`src/rtl/l2_port_arbiter.sv`:
```
// l2_port_arbiter: registered-grant round-robin arbiter sharing one L2 Wishbone port between icache and dcache.
// Optional per-side grant and conflict counters are enabled by defining L2_ARB_PERF_EN.
module l2_port_arbiter #(
  parameter int ADDR_W = 12,
  parameter int DATA_W = 128,
  parameter int SEL_W  = 16
) (
  input  logic              clk,
  input  logic              rst_n,
`ifdef L2_ARB_PERF_EN
  input  logic              perf_clear,
  output logic [15:0]       arb_i_grants,
  output logic [15:0]       arb_d_grants,
  output logic [15:0]       arb_conflicts,
`endif
  input  logic              i_cyc,
  input  logic              i_stb,
  input  logic              i_we,
  input  logic [ADDR_W-1:0] i_adr,
  input  logic [SEL_W-1:0]  i_sel,
  input  logic [DATA_W-1:0] i_dat_m,
  output logic [DATA_W-1:0] i_dat_s,
  output logic              i_ack,
  input  logic              d_cyc,
  input  logic              d_stb,
  input  logic              d_we,
  input  logic [ADDR_W-1:0] d_adr,
  input  logic [SEL_W-1:0]  d_sel,
  input  logic [DATA_W-1:0] d_dat_m,
  output logic [DATA_W-1:0] d_dat_s,
  output logic              d_ack,
  output logic              l2_cyc,
  output logic              l2_stb,
  output logic              l2_we,
  output logic [ADDR_W-1:0] l2_adr,
  output logic [SEL_W-1:0]  l2_sel,
  output logic [DATA_W-1:0] l2_dat_m,
  input  logic [DATA_W-1:0] l2_dat_s,
  input  logic              l2_ack
);
  localparam logic [1:0] IDLE    = 2'd0;
  localparam logic [1:0] GRANT_I = 2'd1;
  localparam logic [1:0] GRANT_D = 2'd2;
  logic [1:0] r_state, w_next;
  logic r_last, w_req_i, w_req_d, w_gnt_i, w_gnt_d, w_done_i, w_done_d;
  assign w_req_i  = i_cyc & i_stb;
  assign w_req_d  = d_cyc & d_stb;
  assign w_gnt_i  = r_state == GRANT_I;
  assign w_gnt_d  = r_state == GRANT_D;
  // an ack arriving while the master drops cyc is an abort, not a completion
  assign w_done_i = w_gnt_i & i_cyc & l2_ack;
  assign w_done_d = w_gnt_d & d_cyc & l2_ack;
  always_comb begin
    w_next = IDLE;
    if (r_state == IDLE)
      w_next = (w_req_i && (!w_req_d || r_last)) ? GRANT_I : w_req_d ? GRANT_D : IDLE;
    else if (w_gnt_i)
      w_next = !i_cyc ? IDLE : l2_ack ? (w_req_d ? GRANT_D : IDLE) : GRANT_I;
    else if (w_gnt_d)
      w_next = !d_cyc ? IDLE : l2_ack ? (w_req_i ? GRANT_I : IDLE) : GRANT_D;
  end
  always_ff @(posedge clk or negedge rst_n) begin
    if (!rst_n) begin
      r_state <= IDLE;
      r_last  <= 1'b1;
    end else begin
      r_state <= w_next;
      if (w_done_i) r_last <= 1'b0;
      else if (w_done_d) r_last <= 1'b1;
    end
  end
  assign l2_cyc   = (w_gnt_i & i_cyc) | (w_gnt_d & d_cyc);
  assign l2_stb   = (w_gnt_i & i_stb) | (w_gnt_d & d_stb);
  assign l2_we    = (w_gnt_i & i_we)  | (w_gnt_d & d_we);
  assign l2_adr   = w_gnt_i ? i_adr   : w_gnt_d ? d_adr   : '0;
  assign l2_sel   = w_gnt_i ? i_sel   : w_gnt_d ? d_sel   : '0;
  assign l2_dat_m = w_gnt_i ? i_dat_m : w_gnt_d ? d_dat_m : '0;
  assign i_ack    = w_done_i;
  assign d_ack    = w_done_d;
  assign i_dat_s  = w_gnt_i ? l2_dat_s : '0;
  assign d_dat_s  = w_gnt_d ? l2_dat_s : '0;
`ifdef L2_ARB_PERF_EN
  logic [15:0] r_i_grants, r_d_grants, r_conflicts;
  logic w_conflict;
  assign w_conflict = w_req_i & w_req_d & ~w_done_i & ~w_done_d;
  always_ff @(posedge clk or negedge rst_n) begin
    if (!rst_n) begin
      r_i_grants  <= '0;
      r_d_grants  <= '0;
      r_conflicts <= '0;
    end else begin
      r_i_grants  <= perf_clear ? '0 : (w_done_i && r_i_grants != 16'hFFFF) ? r_i_grants + 16'd1 : r_i_grants;
      r_d_grants  <= perf_clear ? '0 : (w_done_d && r_d_grants != 16'hFFFF) ? r_d_grants + 16'd1 : r_d_grants;
      r_conflicts <= perf_clear ? '0 : (w_conflict && r_conflicts != 16'hFFFF) ? r_conflicts + 16'd1 : r_conflicts;
    end
  end
  assign arb_i_grants  = r_i_grants;
  assign arb_d_grants  = r_d_grants;
  assign arb_conflicts = r_conflicts;
`endif
endmodule

```
`config.mk`:
```
export PLATFORM = sky130hd
export DESIGN_NAME = l2_port_arbiter
export DESIGN_NICKNAME = d
export VERILOG_FILES = /design/src/rtl/l2_port_arbiter.sv
export SDC_FILE = /design/constraint.sdc
export NUM_CORES = 1
export LEC_CHECK = 0
export BUFFER_PORTS_ARGS = -buffer_cell sky130_fd_sc_hd__buf_2
export CAP_MARGIN = 20
export CORE_AREA = 2 2 335 337
export DETAILED_ROUTE_END_ITERATION = 6
export DIE_AREA = 0 0 337 339
export PLACE_DENSITY = 0.3
export SLEW_MARGIN = 10
export SYNTH_ARGS = -nofsm -noshare
export SYNTH_HDL_FRONTEND = slang
export SYNTH_SLANG_ARGS = --single-unit
```
`constraint.sdc`:
```
create_clock -name clk -period 1.64 [get_ports clk]
set_input_delay 0 -clock clk [delete_from_list [all_inputs] [get_ports clk]]
set_output_delay 0 -clock clk [all_outputs]
set_load 0.02 [all_outputs]
```
==> Yosys cells after proc, flatten, opt, wreduce, memory -nomap -nowiden <==
Cells that the tools add are included.
{ "totals": {"latch_bits": 0, "wordCells": 42, "romBits": 0, "input_bits": 449, "reg_bits": 3, "n_memories": 0, "mem_bits_rw": 0, "out_inout_bits": 417} }
{ "classes": {"muxes": 20, "n_reduce_logical": 5, "n_lt_le_gt_ge": 0, "multipliers": 0, "bitwise": 13, "addsub": 0, "n_div": 0, "n_shift": 0, "n_eq_ne": 2} }
{ "ops": {"columns": ["operator", "n"], "rows": [
  ["2-to-1 mux 128 bit", 4],
  ["2-to-1 mux 16 bit", 2],
  ["2-to-1 mux 12 bit", 2],
  ["2-to-1 mux 2 bit", 9],
  ["AND 1 bit", 10],
  ["2-to-1 mux 1 bit", 3],
  ["OR 1 bit", 3],
  ["equality test 2 x 1 -> 1 bit, second input constant", 1],
  ["equality test 2 bit, second input constant", 1],
  ["logical NOT 2 bit", 1],
  ["nonzero test 2 bit", 1],
  ["logical AND 1 bit", 1],
  ["logical NOT 1 bit", 1],
  ["logical OR 1 bit", 1]
]} }

==> Logic depth before layout (Yosys ltp) <==
Gate-level depths: netlist of run 1.
{ "logic_depth": {"depth_word": 7, "mapped_depth": 5, "depth_no_buf": 3} }

==> Least setup slack after synthesis of run 1 <==
No wires, ideal clock.
{ "synth_timing": {"kind": "register to register", "startpoint": "register r_state[0]", "endpoint": "register r_state[0]", "required_ps": 1517, "setup_slack_ps": 369, "t_arrival_ps": 1148, "setup_ps": 123, "n_path_buf": 2, "period_less_slack_ps": 1271, "path_stages_with_launch": 6, "cell_sequence": "dfrtp_1 > nor2b_1 > buf_4 > buf_4 > a22o_1 > o2bb2ai_1"} }
{ "synth_via": {"elab_chain_cells": 4, "elab_cells_between_ends": 6, "cone_classes": "eq/ne: 2; mux: 3; reduce/logical: 1"} }
{ "synth_rtl": {"columns": ["element", "line", "source"], "rows": [
  ["start: declaration", "44", "logic [1:0] r_state, w_next;"],
  ["start signal: assignment", "67", "r_state <= w_next;"],
  ["equality test 2 bit", "49", "assign w_gnt_d = r_state == GRANT_D;"],
  ["2-to-1 mux 2 bit", "59", "else if (w_gnt_d)"],
  ["2-to-1 mux 2 bit", "57", "else if (w_gnt_i)"],
  ["2-to-1 mux 2 bit (*)", "55", "if (r_state == IDLE)"],
  ["net w_next[0]", "44", null]
]} }
Mark *: on every way through the listed nets, which the timed path passes. The rest lies on a longest branch.
A chain may end at the register's enable or synchronous reset.

==> Final worst setup path of run 1 <==
{ "layout_timing": {"startpoint": "register r_state[0]", "endpoint": "output l2_dat_m[83]"} }
{ "layout_via": {"elab_chain_cells": 3, "elab_cells_between_ends": 4, "cone_classes": "eq/ne: 2; mux: 2"} }
{ "layout_rtl": {"columns": ["element", "line", "source"], "rows": [
  ["equality test 2 bit", "49", null],
  ["2-to-1 mux 128 bit", "77", "assign l2_dat_m = w_gnt_i ? i_dat_m : w_gnt_d ? d_dat_m : '0;"],
  ["2-to-1 mux 128 bit (*)", "77", null],
  ["end: declaration", "37", "output logic [DATA_W-1:0] l2_dat_m,"]
]} }
Mark *: on every way between the ends. The rest lies on a longest branch, timed or not.

==> results of run 1 <==
## power groups by stage
stage	Sequential (mW)	Clock, mW	Combinational [mW]
3_3_place_gp	0.0962	0	5.50
6_report	0.0935	0.396	6.72
4_1_cts	0.0956	0.400	6.26
5_1_grt	0.0946	0.407	7.05
2_1_floorplan	0.0915	0	2.45
3_5_place_dp	0.0963	0	5.46
## synthesized netlist by cell type, drive strengths merged
cell	n	area (um2)
buf	38	289
a22o	160	1400
o2bb2ai	1	8.76
dfstp	1	26.3
inv	1	3.75
and4b	1	10.0
a32o	1	10.0
o21ai	3	15.0
clkbuf	26	120
a211oi	1	7.51
nand2	3	11.3
a31oi	1	6.26
dfrtp	2	50.1
nor2b	2	12.5
and2	256	1600
and3	1	6.26
and3b	1	8.76
## registers in the layout, indices dropped and copies added (netlist names)
signal / cells
r_last: 1
r_state: 2
## per-stage QoR
stage	cell area (um2)	setup TNS [ps]	hold WS (ps)	worst slack, ps	utilization (%)
floorplan	3590	0	-296	369	-
global placement	10200	-1020	-190	-121	9.25
detailed placement	10200	-1270	-193	-122	9.25
CTS	11400	-19320	99.7	-160	10.3
global route	12400	-36460	108	-193	11.2
finish	12400	-13190	88.2	-124	11.2
## worst register-to-register path: cells and delay by family, from the launching register on
family	cells	cell delay (ps)
compound gates	2	350
buf+inv	3	550
flops	1	420
simple gates	1	150
## final timing paths
| check | startpoint | endpoint | slack [ps] | cells after the start |
|---|---|---|---|---|
| worst max-delay path | r_state[0] | l2_dat_m[83] | -120 | 7 |
| worst min-delay path | i_cyc | r_state[0] | 90 | 2 |
| worst max register to register | r_state[0] | r_state[0] | 50 | 6 |
| worst min register to register | r_last | r_last | 550 | 2 |
| max in group asynchronous | rst_n | r_last | 1260 | 2 |
| min in group asynchronous | rst_n | r_state[0] | 180 | 2 |
## cell type report
| cell class | instances | area (um2) |
|---|---|---|
| Sequential cell | 3 | 77.6 |
| Antenna cell | 8 | 20.0 |
| Fill cell | 13000 | 98000 |
| Clock buffer | 4 | 78.8 |
| Tap cell | 1488 | 1860 |
| Timing Repair Buffer | 938 | 6680 |
| Inverter | 1 | 3.75 |
| Multi-Input combinational cell | 431 | 3630 |
## logic make-up after synthesis
group           after synthesis
flops                         3
buf+inv                      65
compound gates              167
simple gates                264
## layer usage
layer | global-route usage [%] | up-vias | routed length (um)
met2 | 20.8 | 627 | 35800
met5 | 0 | - | 321
li1 | - | 3555 | -
met3 | 4.20 | 141 | 7650
met4 | 0.809 | 46 | 897
met1 | 18.5 | 3860 | 37400
## timing repair
item	in CTS	in global routing
endpoints found under the setup margin	360	389
hold endpoints to repair	3	0
cloned	9	12
pin swaps	11	11
gates resized for setup	179	144
hold buffers	1	0
setup buffers	12	13
==> metrics, run 1 <==
run status complete, but fails checks; violations in the final reports setup timing; relative area change from synthesis to final layout 244%; area fraction in compound gates after synthesis about two fifths; Final nets 1,827; post-synthesis cell area 3590 um2; deepest level of the CTS H-tree 1; effective utilization at floorplan roughly 3.3%; period utilisation layout 108%; Crit path arrival time about 1800 ps; final critical-path setup slack -124 ps; antenna violations before repair just under 90; Clk Tree Root Cell clkbuf_16; die area approximately 110,000 um2; clock tree from TritonCTS done; post-layout min period 1760 ps; maximum VDD drop 0.243 mV; static leakage 6.52 nW; simple-gate area share of the yosys netlist between 40% and 50%; P_int approximately 3.4 mW; final clock skew 2.15 ps; Switch Pwr 3.82 mW; clock edge transition at the registers on the reported setup and hold paths 30 ps; mean routed wirelength per cell 28.6 um; Switching Fraction a little over half; core area between 100,000 and 150,000 um2; startpoint type of the worst setup path flip-flop; commonest non-fill, non-tap cell in the layout buf_2; critical path's top delay family buffers and inverters; number of cells produced by synthesis 499; Critical Setup Path Class reg -> out; DP Cell Count between 2,000 and 3,000; Detailed Route WL about 82 mm; peak per-stage delay on the critical path 420 ps; total buffers and inverters traversed by the critical path 5; global-route wire length before repair around 100 mm; post-DR vias/cell about 2.9; Global Route Usage Sum between 10% and 20%; synthesized net count 948; number of warning messages in the yosys log 0; Worst Setup End Kind output port; largest fanout on the critical path 5; total number of vias between 8,000 and 9,000; total power after layout around 7 mW; IO Count approximately 870; Fmax between 500 and 600 MHz; later-pin clock latency in the skew report 230 ps; final weighted congestion in routability-driven placement approximately 0.87; cells along the critical path nor2b_4 > buf_6 > buf_12 > buf_12 > buf_16 > a22o_4 > buf_6; count of final hold-check violations 0; DRC errors left 0; normalized max-slew margin just over 80%; Clk pwr share under 10%; power density over the cells 584 nW/um2; measured slew at the worst slew-check pin about 260 ps; floorplan row count 122; kind of path behind the tightest hold check in -> reg; proportion of synthesized chip area in sequential cells about 2.1%; number of nets with antenna violations after detailed routing 0; estimated wirelength of the detail-placed design 72.7 mm; DIE HEIGHT roughly 340 um; required time of the worst setup path between 1500 and 2000 ps; GRT overflow 0; Horiz. Die Dim about 340 um; number of pins with negative max-slew slack in the final report 0; post-synthesis share of cell area spent on full adders, half adders and majority gates 0%; share of final-layout standard cells stronger than drive strength 1 between 70% and 80%; max-capacitance violation count 0; xor/xnor share of the synthesized area 0%; drt initial violations between 400 and 500; register bit count reported by yosys 3; cts bufs inserted 3; filler-free cell count of the finished design between 2,000 and 3,000; commonest cells after routing, fill and taps aside buf_2, and2_1, a22o_1; number of distinct standard cells referenced by the synthesized netlist 20; post-synthesis average cell area about 7.2 um2; setup repair after global routing missed its margin true; count of buffers inserted at the top-level ports between 800 and 900; Seq pwr share under 10%; CP max-delay cell dfrtp_2; combinational share of power approximately 93%; number of setup violations in the final report between 200 and 300; Clock Sinks 3; combinational family with the most area after synthesis simple AND/OR/NAND/NOR gates; post-synthesis mux area share 0%; largest net degree at the start of global routing 43; deepest clock path buffer count 2; number of global-route vias before repair 7,971; total iterations of the first detailed-routing run 5
No activity file was read; power rests on OpenSTA's default activity.
==> run 2: changes to the inputs <==
==> constraint.sdc (replaced) <==
create_clock -name clk -period 1.64 [get_ports clk]
set_input_delay 0.328 -clock clk [delete_from_list [all_inputs] [get_ports clk]]
set_output_delay 0.328 -clock clk [all_outputs]
set_load 0.02 [all_outputs]
==> metrics, run 2 (synthesis gave the netlist of run 1 again) <==
required time of the worst setup path 1310 ps (was 1640 ps); Crit path arrival time 1800 ps (was 1760 ps); Worst Setup SP r_state[1] (was r_state[0]); count of buffers inserted at the top-level ports 865 (unchanged); global-route wire length before repair 96.2 mm (was 97.2 mm); violations in the final reports setup timing (unchanged); deepest clock path buffer count 2 (unchanged); r2r setup slk 170 ps (was 50 ps); cts bufs inserted 3 (unchanged); largest net degree at the start of global routing 40 (was 43); power density over the cells 585 nW/um2 (was 584 nW/um2); peak per-stage delay on the critical path 420 ps (about the same); worst hold margin 412 ps (was 88.2 ps); Clock Sinks 3 (unchanged); Fmax 470 MHz (was 567 MHz); die area 114,000 um2 (unchanged); post-DR vias/cell 2.93 (was 2.86); mean routed wirelength per cell 29.0 um (was 28.6 um); setup repair after global routing missed its margin true (unchanged); startpoint of the tightest hold check path i_cyc (unchanged); clock tree from TritonCTS done (unchanged); post-layout min period 2130 ps (was 1760 ps); static leakage 6.80 nW (was 6.52 nW); floorplan row count 122 (unchanged); number of global-route vias before repair 7,962 (was 7,971); WHS Endpoint r_state[0] (unchanged); later-pin clock latency in the skew report 220 ps (was 230 ps); period utilisation layout 130% (was 108%); largest registers ranked by flip-flop count r_state: 2 flops, r_last: 1 flops (unchanged); count of final hold-check violations 0 (unchanged); number of setup violations in the final report 417 (was 284); largest fanout on the critical path 24 (was 5); number of nets with antenna violations after detailed routing 0 (unchanged); antenna violations before repair 105 (was 87); fill cell count 12,900 (was 13,000); share of final-layout standard cells stronger than drive strength 1 75.2% (was 73.9%); Hold Path Depth 2 (unchanged); Critical Setup Path Class reg -> out (unchanged); run status complete, but fails checks (unchanged); logic depth of the worst register-to-register path 6 (unchanged); number of pins with negative max-slew slack in the final report 0 (unchanged); most flop-heavy register r_state (unchanged); relative area change from synthesis to final layout 266% (was 244%); normalized max-slew margin 82.4% (was 82.7%); Detailed Route WL 84.0 mm (was 82.1 mm); cells along the critical path nor2b_4 > buf_4 > buf_16 > buf_12 > a22o_1 > buf_4 (was nor2b_4 > buf_6 > buf_12 > buf_12 > buf_16 > a22o_4 > buf_6); core area 110,000 um2 (unchanged); max-capacitance violation count 0 (unchanged); kind of path behind the tightest hold check in -> reg (unchanged); commonest non-fill, non-tap cell in the layout buf_2 (unchanged); clock edge transition at the registers on the reported setup and hold paths 30 ps (about the same); final clock skew 0.413 ps (was 2.15 ps); final weighted congestion in routability-driven placement 0.901 (was 0.865); worst reg2reg endpoint r_state[0] (unchanged); max reg flops 2 (unchanged); IO Count 866 (unchanged); DIE HEIGHT 339 um (unchanged); maximum VDD drop 0.168 mV (was 0.243 mV); total iterations of the first detailed-routing run 5 (unchanged); Final nets 1,847 (was 1,827); Clk Tree Root Cell clkbuf_16 (unchanged); total number of vias 8,502 (was 8,229); estimated wirelength of the detail-placed design 72.0 mm (was 72.7 mm); Worst Setup End Kind output port (unchanged); final critical-path setup slack -487 ps (was -124 ps); effective utilization at floorplan 3.25% (unchanged); DRC errors left 0 (unchanged); startpoint of the worst register-to-register path r_state[0] (unchanged); Global Route Usage Sum 13.2% (was 13.3%); GRT overflow 0 (unchanged); Sequential Area 78.8 um2 (was 77.6 um2); measured slew at the worst slew-check pin 264 ps (was 262 ps); utilization of the core after routing 11.9% (was 11.2%); deepest level of the CTS H-tree 1 (unchanged); drt initial violations 407 (was 449); commonest cells after routing, fill and taps aside buf_2, and2_1, buf_6 (was buf_2, and2_1, a22o_1); Horiz. Die Dim 337 um (unchanged); cell mode on critical path buf_4; total area of multi-input combinational cells 3730 um2 (was 3630 um2); CP max-delay cell dfrtp_2 (unchanged); startpoint type of the worst setup path flip-flop (unchanged)
run 2: stage by stage:
step / power [mW] / area, um2 / worst slack [ps] / TNS (ps) / std cells
after global placement: 5.66 / 10400 / -392 / -61080 / 2835
after floorplan: 2.54 / 3590 / 60.0 / 0 / 499
after detailed placement: 5.62 / 10400 / -397 / -61480 / 2835
after CTS: 7.04 / 11900 / -513 / -164410 / 2859
final: 7.68 / 13100 / -487 / -143850 / 2900
after global routing: 8.03 / 13100 / -498 / -171380 / 2891
run 2: final cells by class:
cell class,instances,share of cell area [%]
inverter,1,0.0286
multi-input combinational,431,28.4
timing repair buffer,958,55.9
sequential,3,0.600
tap,1488,14.2
antenna,15,0.286
clock buffer,4,0.600
run 2: worst max-delay path by stage:
stage	slack (ps)	endpoint	cells past startpoint
after detailed placement	-400	l2_dat_m[116]	5
final	-490	l2_sel[10]	6
after global routing	-500	l2_adr[3]	6
after global placement	-390	l2_dat_m[116]	5
after CTS	-510	l2_dat_m[71]	6
after floorplan	60	l2_dat_m[100]	5
run 2: per-layer routing:
layer	global-route usage, %	up-vias	part of all wire, %
li1	-	3624	-
met1	17.3	3956	43
met2	21.3	692	43
met3	5.21	168	11
met4	0.763	62	1.8
met5	0	-	0.47
run 2: repair_timing:
item / in CTS / in global routing
cloned: 10 / 22
endpoints found under the setup margin: 417 / 418
hold buffers: 1 / 0
pin swaps: 27 / 54
buffers inserted: 9 / 7
resized for setup: 258 / 198
hold endpoints to repair: 2 / 0
run 2: where the power goes:
group	leakage [nW]	switching, mW	internal [mW]	total, mW
clock	0.0382	0.0641	0.321	0.385
sequential	0.0340	0.0103	0.0849	0.0952
combinational	6.72	3.90	3.30	7.20
run 2: critical path: cells and delay by family, from the launching register on:
kind	cells	cell delay [ps]
buffers and inverters	4	670
flip-flops	1	420
AO/OA/AOI/OAI	1	280
AND/OR/NAND/NOR	1	150
==> run 3: changes to the inputs <==
--- a/config.mk
+++ b/config.mk
@@ -5,11 +5,13 @@
 export SDC_FILE = /design/constraint.sdc
 export NUM_CORES = 1
 export LEC_CHECK = 0
+export ABC_AREA = 1
 export BUFFER_PORTS_ARGS = -buffer_cell sky130_fd_sc_hd__buf_2
 export CAP_MARGIN = 20
-export CORE_AREA = 2 2 335 337
+export CORE_AREA = 2 2 340 342
 export DETAILED_ROUTE_END_ITERATION = 6
-export DIE_AREA = 0 0 337 339
+export DIE_AREA = 0 0 342 344
+export GPL_TIMING_DRIVEN = 0
 export PLACE_DENSITY = 0.3
 export SLEW_MARGIN = 10
 export SYNTH_ARGS = -nofsm -noshare
==> metrics, run 3 <==
floorplan row count 124 (was 122); area fraction in compound gates after synthesis 41.7% (was 40.4%); r2r setup slk 10 ps (was 170 ps); largest net degree at the start of global routing 11 (was 40); deepest level of the CTS H-tree 1 (unchanged); global-route wire length before repair 110 mm (was 96.2 mm); largest fanout on the critical path 5 (was 24); Critical Setup Path Class reg -> out (unchanged); static leakage 7.58 nW (was 6.80 nW); post-synthesis cell area 3340 um2 (was 3590 um2); period utilisation layout 126% (was 130%); antenna violations before repair 129 (was 105); P_int 4.14 mW (was 3.71 mW); count of buffers inserted at the top-level ports 865 (unchanged); Switch Pwr 4.75 mW (was 3.98 mW); clock tree from TritonCTS done (unchanged); cell type with the highest aggregate area in the netlist a22o_1 (was and2_1); drt initial violations 481 (was 407); clock edge transition at the registers on the reported setup and hold paths 30 ps (about the same); register bit count reported by yosys 3 (unchanged); Primary FF master, synth dfrtp_1 (unchanged); kind of path behind the tightest hold check in -> reg (unchanged); Seq pwr share 1.3% (was 1.2%); number of nets with antenna violations after detailed routing 0 (unchanged); filler-free cell count of the finished design 3,089 (was 2,900); commonest cells after routing, fill and taps aside buf_2, buf_6, inv_1 (was buf_2, and2_1, buf_6); startpoint of the worst register-to-register path r_state[1] (was r_state[0]); final critical-path setup slack -430 ps (was -487 ps); Post-synth top cells nor2_1, a22o_1, inv_1 (was and2_1, a22o_1, clkbuf_2); utilization of the core after routing 13.0% (was 11.9%); GRT overflow 0 (unchanged); worst reg2reg endpoint r_state[1] (was r_state[0]); Fmax 483 MHz (was 470 MHz); commonest non-fill, non-tap cell in the layout buf_2 (unchanged); number of warning messages in the yosys log 0 (unchanged); Global Route Usage Sum 14.9% (was 13.2%); total number of vias 9,301 (was 8,502); effective utilization at floorplan 2.93% (was 3.25%); violations in the final reports setup timing (unchanged); DIE HEIGHT 344 um (was 339 um); IO Count 866 (unchanged); measured slew at the worst slew-check pin 429 ps (was 264 ps); number of setup violations in the final report 413 (was 417); cts bufs inserted 3 (unchanged); total iterations of the first detailed-routing run 7 (was 5); fill cell count 13,300 (was 12,900); max-capacitance violation count 0 (unchanged); setup repair after global routing missed its margin true (unchanged); Horiz. Die Dim 342 um (was 337 um); run status complete, but fails checks (unchanged); Crit path arrival time 1740 ps (was 1800 ps); top cell type's share of synthesized area 41.4% (was 44.6%); WHS Endpoint r_last (was r_state[0]); max reg flops 2 (unchanged); met3 WL post-DR 10.6 mm (was 9.10 mm); worst setup slack after placement -1150 ps (was -397 ps); Clk Tree Root Cell clkbuf_16 (unchanged); number of global-route vias before repair 8,579 (was 7,962); largest cells by area after synthesis a22o_1, nor2_1, inv_1 (was and2_1, a22o_1, buf_6); power density over the cells 599 nW/um2 (was 585 nW/um2); startpoint of the tightest hold check path l2_ack (was i_cyc); Detailed Route WL 96.4 mm (was 84.0 mm); proportion of synthesized chip area in sequential cells 2.29% (was 2.13%); top layer reached by signal wires met5 (unchanged); final clock skew 3.48 ps (was 0.413 ps); post-synthesis share of cell area spent on full adders, half adders and majority gates 0% (unchanged); Worst Setup End Kind output port (unchanged); Final nets 2,014 (was 1,847); post-synthesis average cell area 5.24 um2 (was 7.19 um2); asr flop ratio synth 100% (unchanged); die area 118,000 um2 (was 114,000 um2); simple-gate area share of the yosys netlist 31.8% (was 46.0%); number of distinct standard cells referenced by the synthesized netlist 17 (was 20); combinational family with the most area after synthesis compound AO/OA/AOI/OAI gates (was simple AND/OR/NAND/NOR gates); count of final hold-check violations 0 (unchanged); startpoint type of the worst setup path flip-flop (unchanged); Clk pwr share 4.4% (was 5.0%); fin area 14,800 um2 (was 13,100 um2); total negative setup slack -127,750 ps (was -143,850 ps); Switching Fraction 53.4% (was 51.8%); worst hold margin 416 ps (was 412 ps); DRC errors left 0 (unchanged); Hold Path Depth 3 (was 2); number of cells produced by synthesis 637 (was 499); relative area change from synthesis to final layout 344% (was 266%); required time of the worst setup path 1310 ps (about the same); estimated wirelength of the detail-placed design 87.7 mm (was 72.0 mm); post-DR vias/cell 3.01 (was 2.93); Clock Sinks 3 (unchanged); largest registers ranked by flip-flop count r_state: 2 flops, r_last: 1 flops (unchanged); xor/xnor share of the synthesized area 0% (unchanged); DP Cell Count 3,015 (was 2,835); routed length on met1 38.0 mm (was 36.5 mm); core area 114,000 um2 (was 110,000 um2); post-layout min period 2070 ps (was 2130 ps); cell with the most instances after synthesis nor2_1 (was and2_1); number of synthesized flops with an enable pin 0 (unchanged); most flop-heavy register r_state (unchanged); normalized max-slew margin 71.2% (was 82.4%); final weighted congestion in routability-driven placement 0.972 (was 0.901); routed wire length on met2 45.0 mm (was 36.5 mm); mean routed wirelength per cell 31.2 um (was 29.0 um); post-synthesis mux area share 0% (unchanged); maximum VDD drop 0.227 mV (was 0.168 mV); deepest clock path buffer count 2 (unchanged); combinational share of power 94.3% (was 93.8%); number of pins with negative max-slew slack in the final report 0 (unchanged); synthesized net count 1,086 (was 948); later-pin clock latency in the skew report 230 ps (was 220 ps); logic depth of the worst register-to-register path 9 (was 6); share of final-layout standard cells stronger than drive strength 1 75.6% (was 75.2%); total power after layout 8.89 mW (was 7.68 mW); post-place instance area 9580 um2 (was 10,400 um2)
run 3: worst max-delay path by stage:
stage                     slack (ps)           end  cells after the start       start
after global routing            -490     l2_sel[8]                      8  r_state[1]
after detailed placement       -1150   d_dat_s[98]                      7  r_state[1]
final                           -430     l2_sel[8]                      8  r_state[1]
after floorplan                -0.03  d_dat_s[102]                      6  r_state[1]
after global placement         -1290  i_dat_s[116]                      6  r_state[1]
after CTS                       -430     l2_sel[8]                      8  r_state[1]
run 3: final cells by class:
cell class | instances | area, um2 | share of cell area (%)
Timing Repair Buffer | 924 | 7330 | 49.4
Tap cell | 1512 | 1890 | 12.7
Clock buffer | 4 | 78.8 | 0.531
Inverter | 137 | 522 | 3.52
Multi-Input combinational cell | 435 | 3790 | 25.6
Antenna cell | 13 | 32.5 | 0.219
Sequential cell | 3 | 77.6 | 0.523
Buffer | 61 | 1110 | 7.49
run 3: cell families (layout without fill, tap and decap cells):
family / Yosys count / in the layout
other: 0 / 13
DFF: 3 / 3
buffers and inverters: 199 / 1126
and+or+nand+nor: 275 / 275
AOI/OAI and AO/OA: 160 / 160
run 3: power by group through the flow:
| stage | sequential (mW) | combinational, mW | clock, mW |
|---|---|---|---|
| after floorplan | 0.109 | 2.47 | 0 |
| after global placement | 0.111 | 5.47 | 0 |
| after detailed placement | 0.111 | 5.48 | 0 |
| after CTS | 0.112 | 7.06 | 0.403 |
| after global routing | 0.114 | 8.69 | 0.414 |
| final | 0.112 | 8.38 | 0.394 |
run 3: critical path: stages, from the launching register on:
cell and delay (ps):
dfrtp_1 400, inv_2 110, nor2_4 50, buf_12 140, buf_8 130, buf_8 130
clkbuf_16 150, a22o_4 260, buf_6 130
run 3: per-layer routing:
| metal | global-route usage (%) | vias to the layer above |
|---|---|---|
| met1 | 17.9 | 4275 |
| met4 | 1.12 | 80 |
| li1 | - | 3956 |
| met2 | 25.2 | 755 |
| met3 | 6.64 | 235 |
| met5 | 0 | - |
run 3: repair_timing:
action	4_1_cts	5_1_grt
hold buffers	1	0
endpoints found under the hold margin	2	0
buffers inserted	13	8
setup endpoints to repair	420	417
pin swaps	34	97
resized for setup	707	479
gates cloned	5	31
